**src/rtl/rotate_seq_pkg.sv**
```systemverilog
// Shared ALU definitions: shifter command codes, rotate direction constants
// and the rotate sequencer state encoding.
package rotate_seq_pkg;

  typedef enum logic [1:0] {
    SH_SLL = 2'd0,
    SH_SRL = 2'd1,
    SH_SRA = 2'd2,
    SH_ROT = 2'd3
  } sh_cmd_e;

  localparam logic ROT_LEFT  = 1'b0;
  localparam logic ROT_RIGHT = 1'b1;

  typedef enum logic [1:0] {
    ST_IDLE = 2'd0,
    ST_ROT  = 2'd1,
    ST_DONE = 2'd2
  } rot_state_e;

endpackage

```
**src/rtl/rotate_seq_if.sv**
```systemverilog
// Request/response bundle of the rotate sequencer: operands and start in,
// busy/done/Result out.
interface rotate_seq_if #(
  parameter int WIDTH = 16,
  parameter int CNTW  = 4
);
  logic             start;
  logic [WIDTH-1:0] A;
  logic [CNTW-1:0]  Imm;
  logic             dir;
  logic             busy;
  logic             done;
  logic [WIDTH-1:0] Result;

  modport master (output start, A, Imm, dir, input busy, done, Result);
  modport slave  (input start, A, Imm, dir, output busy, done, Result);
endinterface

```
**src/rtl/rotate_seq_rot1.sv**
```systemverilog
// Combinational single-position rotator; the wrapped bit re-enters at the
// opposite end so no bit is ever lost.
module rot1
  import rotate_seq_pkg::*;
#(
  parameter int WIDTH = 16
) (
  input  logic [WIDTH-1:0] i_data,
  input  logic             i_dir,
  output logic [WIDTH-1:0] o_data
);

  assign o_data = (i_dir == ROT_RIGHT) ? {i_data[0], i_data[WIDTH-1:1]}
                                       : {i_data[WIDTH-2:0], i_data[WIDTH-1]};

endmodule

```
**src/rtl/rotate_seq.sv**
```systemverilog
// Sequential rotator: one bit position per cycle, Imm cycles per operation,
// registered done pulse and Result.
module rotate_seq
  import rotate_seq_pkg::*;
#(
  parameter int WIDTH = 16,
  parameter int CNTW  = $clog2(WIDTH)
) (
  input  logic         clk,
  input  logic         rst,
  rotate_seq_if.slave  bus
);

  rot_state_e       r_state, w_state_nxt;
  logic [WIDTH-1:0] r_data;
  logic [CNTW-1:0]  r_cnt;
  logic             r_dir;
  logic             r_done;
  logic [WIDTH-1:0] r_result;
  logic [WIDTH-1:0] w_rot;

  rot1 #(.WIDTH(WIDTH)) u_rot1 (
    .i_data (r_data),
    .i_dir  (r_dir),
    .o_data (w_rot)
  );

  always_ff @(posedge clk or posedge rst) begin
    if (rst) r_state <= ST_IDLE;
    else     r_state <= w_state_nxt;
  end

  // Imm=0 skips ROT entirely so the counter is never decremented from zero.
  always_comb begin
    w_state_nxt = r_state;
    case (r_state)
      ST_IDLE: if (bus.start) w_state_nxt = (bus.Imm != '0) ? ST_ROT : ST_DONE;
      ST_ROT:  if (r_cnt == CNTW'(1)) w_state_nxt = ST_DONE;
      ST_DONE: w_state_nxt = ST_IDLE;
      default: w_state_nxt = ST_IDLE;
    endcase
  end

  always_ff @(posedge clk or posedge rst) begin
    if (rst) begin
      r_data   <= '0;
      r_cnt    <= '0;
      r_dir    <= ROT_LEFT;
      r_done   <= 1'b0;
      r_result <= '0;
    end else begin
      r_done <= (r_state == ST_DONE);
      case (r_state)
        ST_IDLE: begin
          if (bus.start) begin
            r_data <= bus.A;
            r_cnt  <= bus.Imm;
            r_dir  <= bus.dir;
          end
        end
        ST_ROT: begin
          r_data <= w_rot;
          r_cnt  <= r_cnt - CNTW'(1);
        end
        ST_DONE: r_result <= r_data;
        default: ;
      endcase
    end
  end

  assign bus.busy   = (r_state != ST_IDLE);
  assign bus.done   = r_done;
  assign bus.Result = r_result;

endmodule

```
**src/flat_wrapper.sv**
```systemverilog
// flat-port wrapper written by rule: the top's interface ports become plain ports
module rotate_seq_flat import rotate_seq_pkg::*;
#(
  parameter int WIDTH = 16,
  parameter int CNTW  = $clog2(WIDTH)
)
  (clk, rst, bus_start, bus_A, bus_Imm, bus_dir, bus_busy, bus_done, bus_Result);
  rotate_seq_if #(.WIDTH(WIDTH), .CNTW(CNTW)) bus_i ();
  input  logic clk;
  input  logic rst;
  input wire logic [$bits(bus_i.start)-1:0] bus_start;
  input wire logic [$bits(bus_i.A)-1:0] bus_A;
  input wire logic [$bits(bus_i.Imm)-1:0] bus_Imm;
  input wire logic [$bits(bus_i.dir)-1:0] bus_dir;
  output wire logic [$bits(bus_i.busy)-1:0] bus_busy;
  output wire logic [$bits(bus_i.done)-1:0] bus_done;
  output wire logic [$bits(bus_i.Result)-1:0] bus_Result;
  assign bus_i.start = bus_start;
  assign bus_i.A = bus_A;
  assign bus_i.Imm = bus_Imm;
  assign bus_i.dir = bus_dir;
  assign bus_busy = bus_i.busy;
  assign bus_done = bus_i.done;
  assign bus_Result = bus_i.Result;
  rotate_seq #(.WIDTH(WIDTH), .CNTW(CNTW)) u_core (.clk(clk), .rst(rst), .bus(bus_i));
endmodule
```
**config.mk**
```make
export PLATFORM = sky130hd
export DESIGN_NAME = rotate_seq_flat
export DESIGN_NICKNAME = d
export VERILOG_FILES = /design/src/rtl/rotate_seq_pkg.sv /design/src/rtl/rotate_seq_if.sv /design/src/rtl/rotate_seq_rot1.sv /design/src/rtl/rotate_seq.sv /design/src/flat_wrapper.sv
export SDC_FILE = /design/constraint.sdc
export NUM_CORES = 1
export LEC_CHECK = 0
export ABC_AREA = 1
export ABC_CLOCK_PERIOD_IN_PS = 3920
export CORE_ASPECT_RATIO = 1.1
export CORE_MARGIN = 1.5
export CORE_UTILIZATION = 55
export DETAILED_ROUTE_END_ITERATION = 8
export PLACE_DENSITY = 0.85
export REMOVE_ABC_BUFFERS = 1
export SLEW_MARGIN = 20
export SYNTH_ARGS = -nofsm -noshare
export SYNTH_HDL_FRONTEND = slang
export SYNTH_SLANG_ARGS = --single-unit
```
**constraint.sdc**
```tcl
create_clock -name clk -period 3.92 [get_ports clk]
set_clock_uncertainty 0.15 [all_clocks]
set_input_delay 0.588 -clock clk [delete_from_list [all_inputs] [get_ports clk]]
set_output_delay 0.588 -clock clk [all_outputs]
set_load 0.02 [all_outputs]
```
==> summary.md <==
| Metric | Value |
|---|---|
| CP required | `3.18 ns` |
| I/O pins | `42` |
| Clock Latency Late Sink | `0.30 ns` |
| Period utilization | `0.572` |
| Row count | `23` |
| Crit path max fanout | `3` |
| Worst hold margin | `0.335 ns` |
| Yosys cell types | `18` |
| Post-synth top area share | `0.492` |
| Initial antenna violation count | `0` |
| Seq cells post-synth | `40` |
| Final GP Congestion | `0.802` |
| CTS tree | `done` |
| Most frequent cell after synthesis | `nand2_1` |
| TritonCTS buffer count | `5` |
| PD cells | `829 mW/mm^2` |
| Cells after DPL | `362` |
| Synth Flop Type | `dfrtp_1` |
| CP Capture Type | `output pin` |
| Nets@finish | `345` |
| Async S/R FF share, synth | `1.00` |
| First-pass GRT wire length | `7040 um` |
| Dominant cell type by area after synthesis | `dfrtp_1` |
| Total Die Area | `0.00408 mm^2` |
| Syn Area/Cell | `7.22 um^2` |
| Final Non-Filler Cells | `369` |
| WL per Instance | `11.6 um` |
| I/O Buffers | `41` |
| Via/cell ratio | `4.97` |
| Post-Synthesis Cells | `282` |
| N_diodes | `0` |
| Fmax | `446 MHz` |
| Status | `finished, final reports clean` |
| Worst min path class | `flip-flop to flip-flop` |
| Die H | `66.8 um` |
| Layout cells sized above 1 | `0.0502` |
| Register area share after synthesis | `0.492` |
| TritonRoute pass-1 iters | `4` |
| Post-synth EDFFs | `0` |
| Final setup vio count | `0` |
| Clock root cell | `clkbuf_8` |
| Die width | `61.0 um` |
| Final global-route overflow total | `0` |
| Initial Utilization | `0.566` |
| Synth area leaders | `dfrtp_1, nand2_1, nand3_1` |
| Maxcap violations | `0` |
| Area growth from synthesis to layout | `23.7%` |
| Critical path class | `flip-flop to output pin` |
| DP HPWL | `2810 um` |
| Final setup TNS | `0 ns` |
| DR iter-0 viols | `124` |
| Worst-margin pin slew | `0.767 ns` |
| Largest net degree at the start of global routing | `41` |
| Drc violations | `0` |
| CP Launch Type | `flip-flop` |
| Unrepaired setup endpoints after global routing | `false` |
| # hold bufs at CTS | `0` |
| Worst-path clk slew | `0.07 ns` |
| Vias | `1,833` |
| GRT Util Overall | `0.232` |
| H-tree levels | `2` |
| Vias in the first global route | `1,676` |
| Post-route ant nets | `0` |
| Final wirelength | `4270 um` |
| Filler cells | `288` |
| VDD IR-drop max | `0.000368 V` |
| Clk sinks | `40` |
| Crit path time final | `2.24 ns` |
| Synth warn | `0` |
| CP arrival | `1.50 ns` |
| Mapped Area | `0.00204 mm^2` |
| Post_cts resized | `0` |
| Longest Clk Path Bufs | `2` |
| Core Region | `0.00360 mm^2` |
| Max transition margin | `0.488` |
| Final hold vios | `0` |
| Post-synth top cells | `nand2_1, dfrtp_1, inv_1` |
| Pleak | `0.00134 uW` |
| Postcts setup bufs | `0` |
| Total chip power | `2090 uW` |
| Max-slew violation count | `0` |
## layout by cell type, fill, tap and decap left out
| cell | Yosys | layout |
|---|---|---|
| clkdlybuf4s50_1 | 0 | 41 |
| buf_4 | 1 | 1 |
| o21ai_1 | 2 | 2 |
| inv_2 | 5 | 5 |
| nand2_1 | 149 | 149 |
| nand3_1 | 21 | 21 |
| nor2_2 | 1 | 1 |
| ha_1 | 2 | 2 |
| dfrtp_1 | 40 | 40 |
| clkinv_2 | 0 | 1 |
| clkbuf_1 | 0 | 1 |
| a21oi_4 | 1 | 1 |
| a21oi_1 | 1 | 1 |
| clkbuf_8 | 0 | 5 |
| nor2_1 | 5 | 5 |
| o21ai_0 | 19 | 19 |
| inv_1 | 22 | 22 |
| nand2_4 | 1 | 1 |
| or2_2 | 1 | 1 |
## worst max-delay path, cell delays in order (launching register included)
cell,delay (ns)
dfrtp_1,0.43
inv_2,0.09
nand2_1,0.09
clkdlybuf4s50_1,0.60
## state kept, by name, summed over array words and instances, names as in the netlist
name,count
u_core.bus.Result,16
u_core.r_data,16
u_core.r_cnt,4
u_core.r_state,2
u_core.bus.done,1
u_core.r_dir,1
## routing by layer
layer | share of wire | global-route usage | vias to the layer above
li1 | - | - | 930
met1 | 0.46 | 0.296 | 846
met2 | 0.49 | 0.366 | 54
met3 | 0.047 | 0.0544 | 3
met4 | 0.0089 | 0.111 | 0
met5 | 0 | 0 | -
## final cells by class
| type | instances | area (um^2) | share of cell area |
|---|---|---|---|
| clock buffer | 6 | 72.6 | 0.0288 |
| sequential | 40 | 1000 | 0.397 |
| inverter | 27 | 101 | 0.0402 |
| tap | 50 | 62.6 | 0.0248 |
| timing repair buffer | 42 | 418 | 0.166 |
| clock inverter | 1 | 5.00 | 0.00199 |
| multi-input combinational | 203 | 858 | 0.341 |
## cells by family after synthesis
logic type | share of synthesized area
adders and majority gates | 0.0123
buffers and inverters | 0.0867
DFF | 0.492
AOI/OAI and AO/OA | 0.0621
and+or+nand+nor | 0.347
## report_power, final
part	switching, uW	internal (uW)	total, uW
combinational	674	409	1080
sequential	135	609	744
clock	141	121	262
## final timing paths
check,startpoint,end,slack (ns),cells past startpoint
setup / recovery,u_core.r_state[0],bus_busy,1.68,3
hold / removal,u_core.r_data[3],u_core.r_data[3],0.34,2
setup reg to reg,u_core.r_state[0],u_core.r_cnt[2],2.17,5
hold reg to reg,u_core.r_data[3],u_core.r_data[3],0.34,2
max in group asynchronous,rst,u_core.r_data[1],2.71,3
min in group asynchronous,rst,u_core.bus.Result[10],0.57,3
## metrics by stage
step | worst slack, ns | utilization | instance area (um^2)
after floorplan | 2.26 | - | 1960
after CTS | 1.67 | 0.700 | 2520
after detailed placement | 1.53 | 0.679 | 2440
after global routing | 1.62 | 0.700 | 2520
final | 1.68 | 0.700 | 2520
after global placement | 1.63 | 0.679 | 2440
Note: power is estimated with default switching activity, not from simulation.
